`src/rtl/translate_frame_ctrl.sv`:
```
// Raster-order inverse-mapping translator: each output pixel (r,c) is fetched from source (r-ty, c-tx).
// Define TRANSLATE_WRAP_EN for circular translation; the default build emits FILL for out-of-bounds sources.
module translate_frame_ctrl #(
  parameter int ROW_W = 9,
  parameter int COL_W = 9,
  parameter int PIX_W = 8,
  parameter logic [PIX_W-1:0] FILL = '0
) (
  input  logic                   clk,
  input  logic                   rst,
  input  logic                   start,
  input  logic [COL_W:0]         tx,
  input  logic [ROW_W:0]         ty,
  output logic                   busy,
  output logic                   done,
  output logic                   mem_rd_en,
  output logic [ROW_W+COL_W-1:0] mem_rd_addr,
  input  logic [PIX_W-1:0]       mem_rd_data,
  output logic                   out_valid,
  input  logic                   out_ready,
  output logic [PIX_W-1:0]       out_pixel,
  output logic                   out_eol,
  output logic                   out_eof
);

  localparam int AW = ((ROW_W > COL_W) ? ROW_W : COL_W) + 2;

  typedef enum logic [2:0] {S_IDLE, S_CALC, S_WAIT, S_OUT, S_DONE} state_t;

  state_t             state_q, state_d;
  logic [ROW_W-1:0]   r_q, r_d;
  logic [COL_W-1:0]   c_q, c_d;
  logic [COL_W:0]     tx_l_q, tx_l_d;
  logic [ROW_W:0]     ty_l_q, ty_l_d;
  logic [PIX_W-1:0]   pix_q, pix_d;

  logic signed [AW-1:0] r_ext, c_ext, tx_ext, ty_ext, sr_s, sc_s;
  logic                 in_bounds;
  logic                 last_col, last_row;

  // Widening by two bits keeps the signed difference exact for any offset.
  assign r_ext  = $signed({{(AW-ROW_W){1'b0}}, r_q});
  assign c_ext  = $signed({{(AW-COL_W){1'b0}}, c_q});
  assign ty_ext = $signed({{(AW-ROW_W-1){ty_l_q[ROW_W]}}, ty_l_q});
  assign tx_ext = $signed({{(AW-COL_W-1){tx_l_q[COL_W]}}, tx_l_q});
  assign sr_s   = r_ext - ty_ext;
  assign sc_s   = c_ext - tx_ext;

`ifdef TRANSLATE_WRAP_EN
  assign in_bounds = 1'b1;
`else
  assign in_bounds = (sr_s[AW-1:ROW_W] == '0) && (sc_s[AW-1:COL_W] == '0);
`endif

  assign last_col = &c_q;
  assign last_row = &r_q;

  always_ff @(posedge clk) begin
    if (rst) begin
      state_q <= S_IDLE;
      r_q     <= '0;
      c_q     <= '0;
      tx_l_q  <= '0;
      ty_l_q  <= '0;
      pix_q   <= '0;
    end else begin
      state_q <= state_d;
      r_q     <= r_d;
      c_q     <= c_d;
      tx_l_q  <= tx_l_d;
      ty_l_q  <= ty_l_d;
      pix_q   <= pix_d;
    end
  end

  always_comb begin
    state_d = state_q;
    r_d     = r_q;
    c_d     = c_q;
    tx_l_d  = tx_l_q;
    ty_l_d  = ty_l_q;
    pix_d   = pix_q;
    case (state_q)
      S_IDLE: begin
        if (start) begin
          tx_l_d  = tx;
          ty_l_d  = ty;
          r_d     = '0;
          c_d     = '0;
          state_d = S_CALC;
        end
      end
      S_CALC: begin
`ifdef TRANSLATE_WRAP_EN
        state_d = S_WAIT;
`else
        if (in_bounds) begin
          state_d = S_WAIT;
        end else begin
          pix_d   = FILL;
          state_d = S_OUT;
        end
`endif
      end
      S_WAIT: begin
        pix_d   = mem_rd_data;
        state_d = S_OUT;
      end
      S_OUT: begin
        if (out_ready) begin
          if (last_row && last_col) begin
            state_d = S_DONE;
          end else if (last_col) begin
            c_d     = '0;
            r_d     = r_q + ROW_W'(1);
            state_d = S_CALC;
          end else begin
            c_d     = c_q + COL_W'(1);
            state_d = S_CALC;
          end
        end
      end
      S_DONE:  state_d = S_IDLE;
      default: state_d = S_IDLE;
    endcase
  end

  always_comb begin
    busy        = (state_q == S_CALC) || (state_q == S_WAIT) || (state_q == S_OUT);
    done        = (state_q == S_DONE);
    mem_rd_en   = (state_q == S_CALC) && in_bounds;
    mem_rd_addr = mem_rd_en ? {sr_s[ROW_W-1:0], sc_s[COL_W-1:0]} : '0;
    out_valid   = (state_q == S_OUT);
    out_pixel   = out_valid ? pix_q : '0;
    out_eol     = out_valid && last_col;
    out_eof     = out_valid && last_col && last_row;
  end

endmodule

```
`config.mk`:
```
export PLATFORM = sky130hd
export DESIGN_NAME = translate_frame_ctrl
export DESIGN_NICKNAME = d
export VERILOG_FILES = /design/src/rtl/translate_frame_ctrl.sv
export SDC_FILE = /design/constraint.sdc
export NUM_CORES = 1
export LEC_CHECK = 0
export ABC_AREA = 1
export CAP_MARGIN = 20
export CORE_MARGIN = 8
export CORE_UTILIZATION = 30
export DETAILED_ROUTE_END_ITERATION = 16
export SLEW_MARGIN = 10
export SYNTH_ARGS = -nofsm -noshare
export SYNTH_HDL_FRONTEND = slang
export SYNTH_SLANG_ARGS = --single-unit
```
`constraint.sdc`:
```
create_clock -name clk -period 1.88 [get_ports clk]
set_input_delay 0.188 -clock clk [delete_from_list [all_inputs] [get_ports clk]]
set_output_delay 0.188 -clock clk [all_outputs]
set_load 0.01 [all_outputs]
```
==> reports/qor_table.md <==
| Parameter | This run | Unit |
|:---|:---|:---|
| Outcome | finished, violations left | - |
| Violated checks | negative setup slack | - |
| # clock sinks | 49 | - |
| Cts hold-fix bufs | 0 | - |
| Total Routed Length | 10600 | um |
| Final setup violation count | 49 | - |
| Layout area overhead | 93.3 | % |
| Post-Synthesis Cell Area | 0.00314 | mm^2 |
| H-tree levels | 2 | - |
| EDFF count, synth | 0 | - |
| Kind of end point of the critical path | output pin | - |
| Finished layout cell area | 0.00606 | mm^2 |
| HPWL after detailed placement | 7460 | um |
| Number of hold-slack violations in the final timing report | 0 | - |
| Class of the most critical hold timing path | in2reg | - |
| Remaining max-slew budget at the tightest pin | 77.7 | % |
| Clock buffer count from CTS | 5 | - |
| Startpoint type of the worst setup path | flip-flop | - |
| Final worst setup slack | -0.604 | ns |
| First-pass iteration count of the detailed router | 4 | - |
| # DRC | 0 | - |
| Number of warnings reported in the yosys synthesis log | 0 | - |
| Critical path arrival | 2.30 | ns |
| Fraction of layout instances using a drive strength above 1 | 55.8 | % |
| Number of distinct library cell variants in the gate-level netlist after synthesis | 34 | - |
| Diode count | 0 | - |
| Global Route Usage Sum | 14.4 | % |
| Time the worst path needs with I/O delays and setup | 2.48 | ns |
| Global placer's final weighted congestion | 0.843 | - |
| Worst Clk Skew | 0.00722 | ns |
| Synth Flop Type | dfxtp_1 | - |
| CTS tree | built | - |
| Die width | 118 | um |
| Starting DRT DRC Count | 90 | - |
| Max-cap check violation count | 0 | - |
| Slew at the pin closest to its max-slew limit | 0.333 | ns |
| Maximum fanout along the worst path | 6 | - |
| Peak supply drop | 349 | uV |
| Instance area after placement | 0.00502 | mm^2 |
| CP max stage delay | 0.33 | ns |
| Top cells by area, synth | dfxtp_1 (31%), nand2_1 (12%), inv_1 (9.0%) | - |
| Detail Route Antenna Nets | 0 | - |
| Initial antenna violation count | 0 | - |
| Total Die Area | 0.0140 | mm^2 |
| Crit-path slowest cell | dfxtp_2 | - |
| Final number of max-transition violations | 0 | - |
| Vias | 3622 | - |
| Overflow left after global routing | 0 | - |
| Die Ht | 118 | um |
| Reg2reg path depth | 17 | - |
| Number of buffers and inverters on the critical path | 4 | - |
| Commonest cells in the synthesized netlist | nand2_1 (98), inv_1 (75), nor2_1 (63) | - |
| Number of storage elements in the synthesis netlist | 49 | - |
| Worst hold margin | 0.436 | ns |
| Reg-to-Reg Start | c_q[1] | - |
| Clock transition at path regs | 0.10 | ns |
| Most repeated cell in the gate-level netlist after synthesis | nand2_1 | - |
| Port Buf Inserts | 63 | - |
| Required time at the worst-slack endpoint | 1.69 | ns |
| Area used by multi-input combinational logic | 0.00261 | mm^2 |
| Count of nets after finishing | 722 | - |
| Deepest clock path buffer count | 2 | - |
| Worst path cell trace | inv_2 > ha_4 > nand2_2 > nand2_2 > nand2_2 > nand2_2 > nand2_2 > nand2_2 > nor2_2 > nor2_2 > nor2_2 > nand3_4 > buf_12 > buf_6 > nor2_4 > buf_6 | - |
| Global-route wire length before repair | 17100 | um |
| Fillcell total | 875 | - |
| Min-delay src | mem_rd_data[5] | - |
| Standard-cell row count | 37 | - |
| Final period utilization | 132 | % |
| Via density | 4.51 | - |
| LEAKAGE | 2.69 | nW |
| Std-Cell Core Area | 0.0102 | mm^2 |
| Syn Nets | 523 | - |
| Worst setup slack after placement | -0.685 | ns |
| Cell depth of the worst hold path | 3 | - |
| Share of flip-flops with an asynchronous set or reset after synthesis | 0 | % |
| Number of top-level design ports | 64 | - |
| Sequential share of the synthesized area | 31.3 | % |
| Area fraction of the dominant cell type after synthesis | 31.3 | % |
| Routed length per placed instance | 13.2 | um |
| Pwr/cell area | 727 | mW/mm^2 |
| Reg-to-reg setup timing slack | -0.40 | ns |
| Top cell family by delay on the critical path | simple AND/OR/NAND/NOR gates | - |
| Initial standard-cell utilization of the core | 30.6 | % |
| Most frequent cell on the critical path | nand2_2 | - |
| Cell chosen for the clock root | clkbuf_8 | - |
| Max Fclk | 0.403 | GHz |
| Setup Crit Path Kind | reg2out | - |
| Yosys top cell by area | dfxtp_1 | - |
| Mapped Avg Cell Area | 6.71 | um^2 |
| Largest net degree at the start of global routing | 25 | - |
| Hold EP | pix_q[5] | - |
| Clock insertion delay at the later pin of the skew report | 0.31 | ns |
| Number of cells produced by synthesis | 467 | - |
| End of the worst register-to-register path | c_q[5] | - |
| Via count of the first global-routing pass | 3843 | - |
| Register cell area after layout | 0.00102 | mm^2 |
| Setup repair after global routing missed its margin | true | - |
==> flip-flops by register name, indices dropped and copies added, names as in the netlist <==
name     flops
c_q          9
pix_q        8
r_q          9
state_q      3
tx_l_q      10
ty_l_q      10
==> placed cells by master (no fill, tap or decap), types with 7 or more instances in the layout <==
cell type / instances
dfxtp_1: 24
nor2_2: 14
nor2_1: 31
dfxtp_2: 21
a21oi_1: 29
buf_4: 108
ha_4: 17
buf_6: 42
clkdlybuf4s50_1: 32
nor2_4: 22
inv_2: 19
nand3_2: 8
xor2_1: 10
nand2_4: 15
o21ai_2: 8
a21oi_2: 18
inv_1: 53
clkbuf_8: 7
nand2_1: 66
clkbuf_2: 7
o21ai_0: 20
nand2_2: 21
==> kinds of logic (layout without fill, tap and decap cells) <==
family / Yosys count / after routing / synth area share (%)
fa+ha+maj: 24 / 24 / 10.1
flops: 49 / 49 / 31.3
xor+xnor: 15 / 15 / 4.19
simple gates: 198 / 198 / 27.1
compound gates: 91 / 91 / 15.8
buf+inv: 90 / 290 / 11.5
==> layout make-up <==
class	instances	share of cell area, %
clock buffers	7	1.59
repair buffers	202	30.1
well taps	136	2.81
flip-flops and latches	49	16.9
inverters	80	5.53
multi-input cells	328	43.1
clock inverters	1	0.0826
==> per-layer routing <==
layer	vias up	global-route usage, %	wire length (um)
met1	1680	17.4	4770
li1	1874	-	-
met4	0	4.88	121
met3	9	2.43	338
met5	-	0	0
met2	59	25.2	5380
==> power by group <==
| group | total (mW) | internal (mW) | switching (mW) | leakage (nW) |
|---|---|---|---|---|
| clock network | 0.705 | 0.334 | 0.372 | 0.0542 |
| registers | 1.21 | 1.15 | 0.0622 | 0.412 |
| logic | 2.49 | 1.22 | 1.27 | 2.22 |
==> how the worst max path moves through the flow <==
stage                     slack, ns               to  depth (start not counted)       from
final                         -0.60  mem_rd_addr[17]                         16  tx_l_q[2]
after global routing          -0.69  mem_rd_addr[11]                         17  tx_l_q[2]
after CTS                     -0.57  mem_rd_addr[17]                         16  tx_l_q[2]
after detailed placement      -0.68  mem_rd_addr[17]                          9  ty_l_q[0]
after global placement        -0.69  mem_rd_addr[17]                         10     r_q[0]
after floorplan               -0.05           r_q[3]                         14     c_q[1]
==> worst register-to-register path: stages (launching register included) <==
cell and delay, ns:
dfxtp_4 0.36, buf_6 0.11, ha_4 0.13, nand2_2 0.05, inv_2 0.08, nand3_4 0.08, nor4_4 0.27, ha_2 0.25
buf_6 0.11, nand2_4 0.06, nand2_4 0.07, a21oi_4 0.08, o21ai_4 0.12, buf_6 0.15, nand2_4 0.05, inv_4 0.08
o21ai_2 0.05, a21oi_1 0.11
==> stage by stage <==
stage               TNS [ns]  instances  total power, mW  util [%]
CTS                   -20.92        800             4.03      54.3
floorplan             -0.196        467             2.29         -
global placement      -17.86        764             3.05      49.1
global route          -26.32        803             4.70      59.2
finish                -21.04        803             4.41      59.2
detailed placement    -19.63        764             3.07      49.1
==> repair_timing <==
action                     4_1_cts  5_1_grt
setup endpoints to repair       57       58
pin swaps                       40       55
buffers inserted                33       12
gates resized for setup        183      162
gates cloned                     1        0
Power figures use the tool's default switching activity.
==> variant: new RTL, same settings <==
The parameter `COL_W` goes from 9 to 7.
--- a/src/rtl/translate_frame_ctrl.sv
+++ b/src/rtl/translate_frame_ctrl.sv
@@ -4,3 +4,3 @@
   parameter int ROW_W = 9,
-  parameter int COL_W = 9,
+  parameter int COL_W = 7,
   parameter int PIX_W = 8,
Ports: changed (resized mem_rd_addr and tx); port bits go from 64 to 60. No check against the original RTL was run, so the function may have changed too.
==> variant against the original RTL <==
The flow still finishes with violations (setup timing). Sequential cell count decreased by 4. Global-route usage is 0.18 points higher. Largest cell class unchanged. Routed wire length fell by 3.9%. Setup slack got worse by 0.17 ns. Critical endpoint is now mem_rd_addr[2]. Design area is 12% lower. Combinational power fell by 23%. Total power shrank 12%. Area after synthesis decreased by 8.5%. Sequential power decreased by 11%.
==> variant: results (changes against the original RTL) <==
Largest fanout on the critical path: 3 (-3)
DR WL met3: 486 um (+44%)
Met2 wire length: 5079 um (-5.6%)
First-pass GRT wire length: 15480 um (-9.6%)
Internal: 2.487 mW (-8.0%)
Commonest cells in the netlist: nand2_1, inv_1, nor2_1
Setup TNS: -22.67 ns (-1.631 ns)
Least-Margin Pin Slew: 0.3482 ns (+0.01521 ns)
Number of non-clock buffers: 193 (-4.5%)
Placed inst area: 0.004436 sq mm (-12%)
Met2 Usage GRT: 0.2536 (+0.002139)
Port Buffers: 59 (-6.3%)
Top delay family on crit path: buffers and inverters
Final HPWL DP: 6881 um (-7.8%)
Post-synthesis register bit count: 45 (-8.2%)
Post-Syn Nets: 477 (-8.8%)
Clock buffer count: 5 (-2)
Combinational fraction of design power: 0.494 (-0.072)
Clock power share: 0.230 (+0.070)
Gpl congestion: 0.8698 (+3.2%)
Setup violators final: 44 (-10%)
Maximum VDD drop: 0.0003861 V (+11%)
Worst setup slack after layout: -0.7783 ns (-0.1739 ns)
Number of global-route vias before repair: 3372 (-12%)
Outcome: finished, violations left
Largest net degree at the start of global routing: 33 (+32%)
Nets@finish: 670 (-7.2%)
Distinct cell type count after synthesis: 32 (-5.9%)
Fraction of area in registers: 0.1702 (+0.001520)
Metal-1 WL: 4475 um (-6.2%)
Met1 Use GR: 0.1746 (+0.0006362)
Fillers: 851 (-2.7%)
Initial DRC count: 124 (+38%)
Syn_area_per_cell: 6.732 sq um (+0.26%)
GR Layer Usage met3: 0.03751 (+0.01323)
#MultiIn Comb: 309 (-5.8%)
Crit-path slowest cell: fa_2
Multi-input logic area: 0.002212 sq mm (-15%)
Failing checks: setup timing
Sequential share of the synthesized area: 0.3141 (+0.001287)
Vias per cell: 4.615 (+2.3%)
Pre-CTS setup slack: -0.7421 ns (-0.05726 ns)
[variant: changes by cell type in the layout (fill, tap and decap cells not counted), sizes merged, moves of 3 or more]
cell	unedited run	this run
ha	22	19
nand2	103	97
nor2	67	56
clkbuf	14	11
o21ai	34	21
buf	160	152
dfxtp	49	45
inv	78	64
nor3b	0	3
nand3	15	23
[variant: final timing paths]
path,start,endpoint,slack (ns),depth (start not counted)
max,c_q[0],mem_rd_addr[2],-0.78,17
min,mem_rd_data[1],pix_q[1],0.44,3
max reg2reg,c_q[0],pix_q[4],-0.56,18
min reg2reg,pix_q[5],pix_q[5],0.47,2
[variant: cells by family (layout without fill, tap and decap cells)]
| kind of cell | count (synthesis) | count (layout) | synth area share |
|---|---|---|---|
| buffers and inverters | 72 | 266 | 0.09773 |
| adders and majority gates | 21 | 21 | 0.09686 |
| AOI/OAI and AO/OA | 77 | 77 | 0.1383 |
| and+or+nand+nor | 195 | 195 | 0.3041 |
| DFF | 45 | 45 | 0.3141 |
| xor gates and xnor gates | 16 | 16 | 0.04887 |
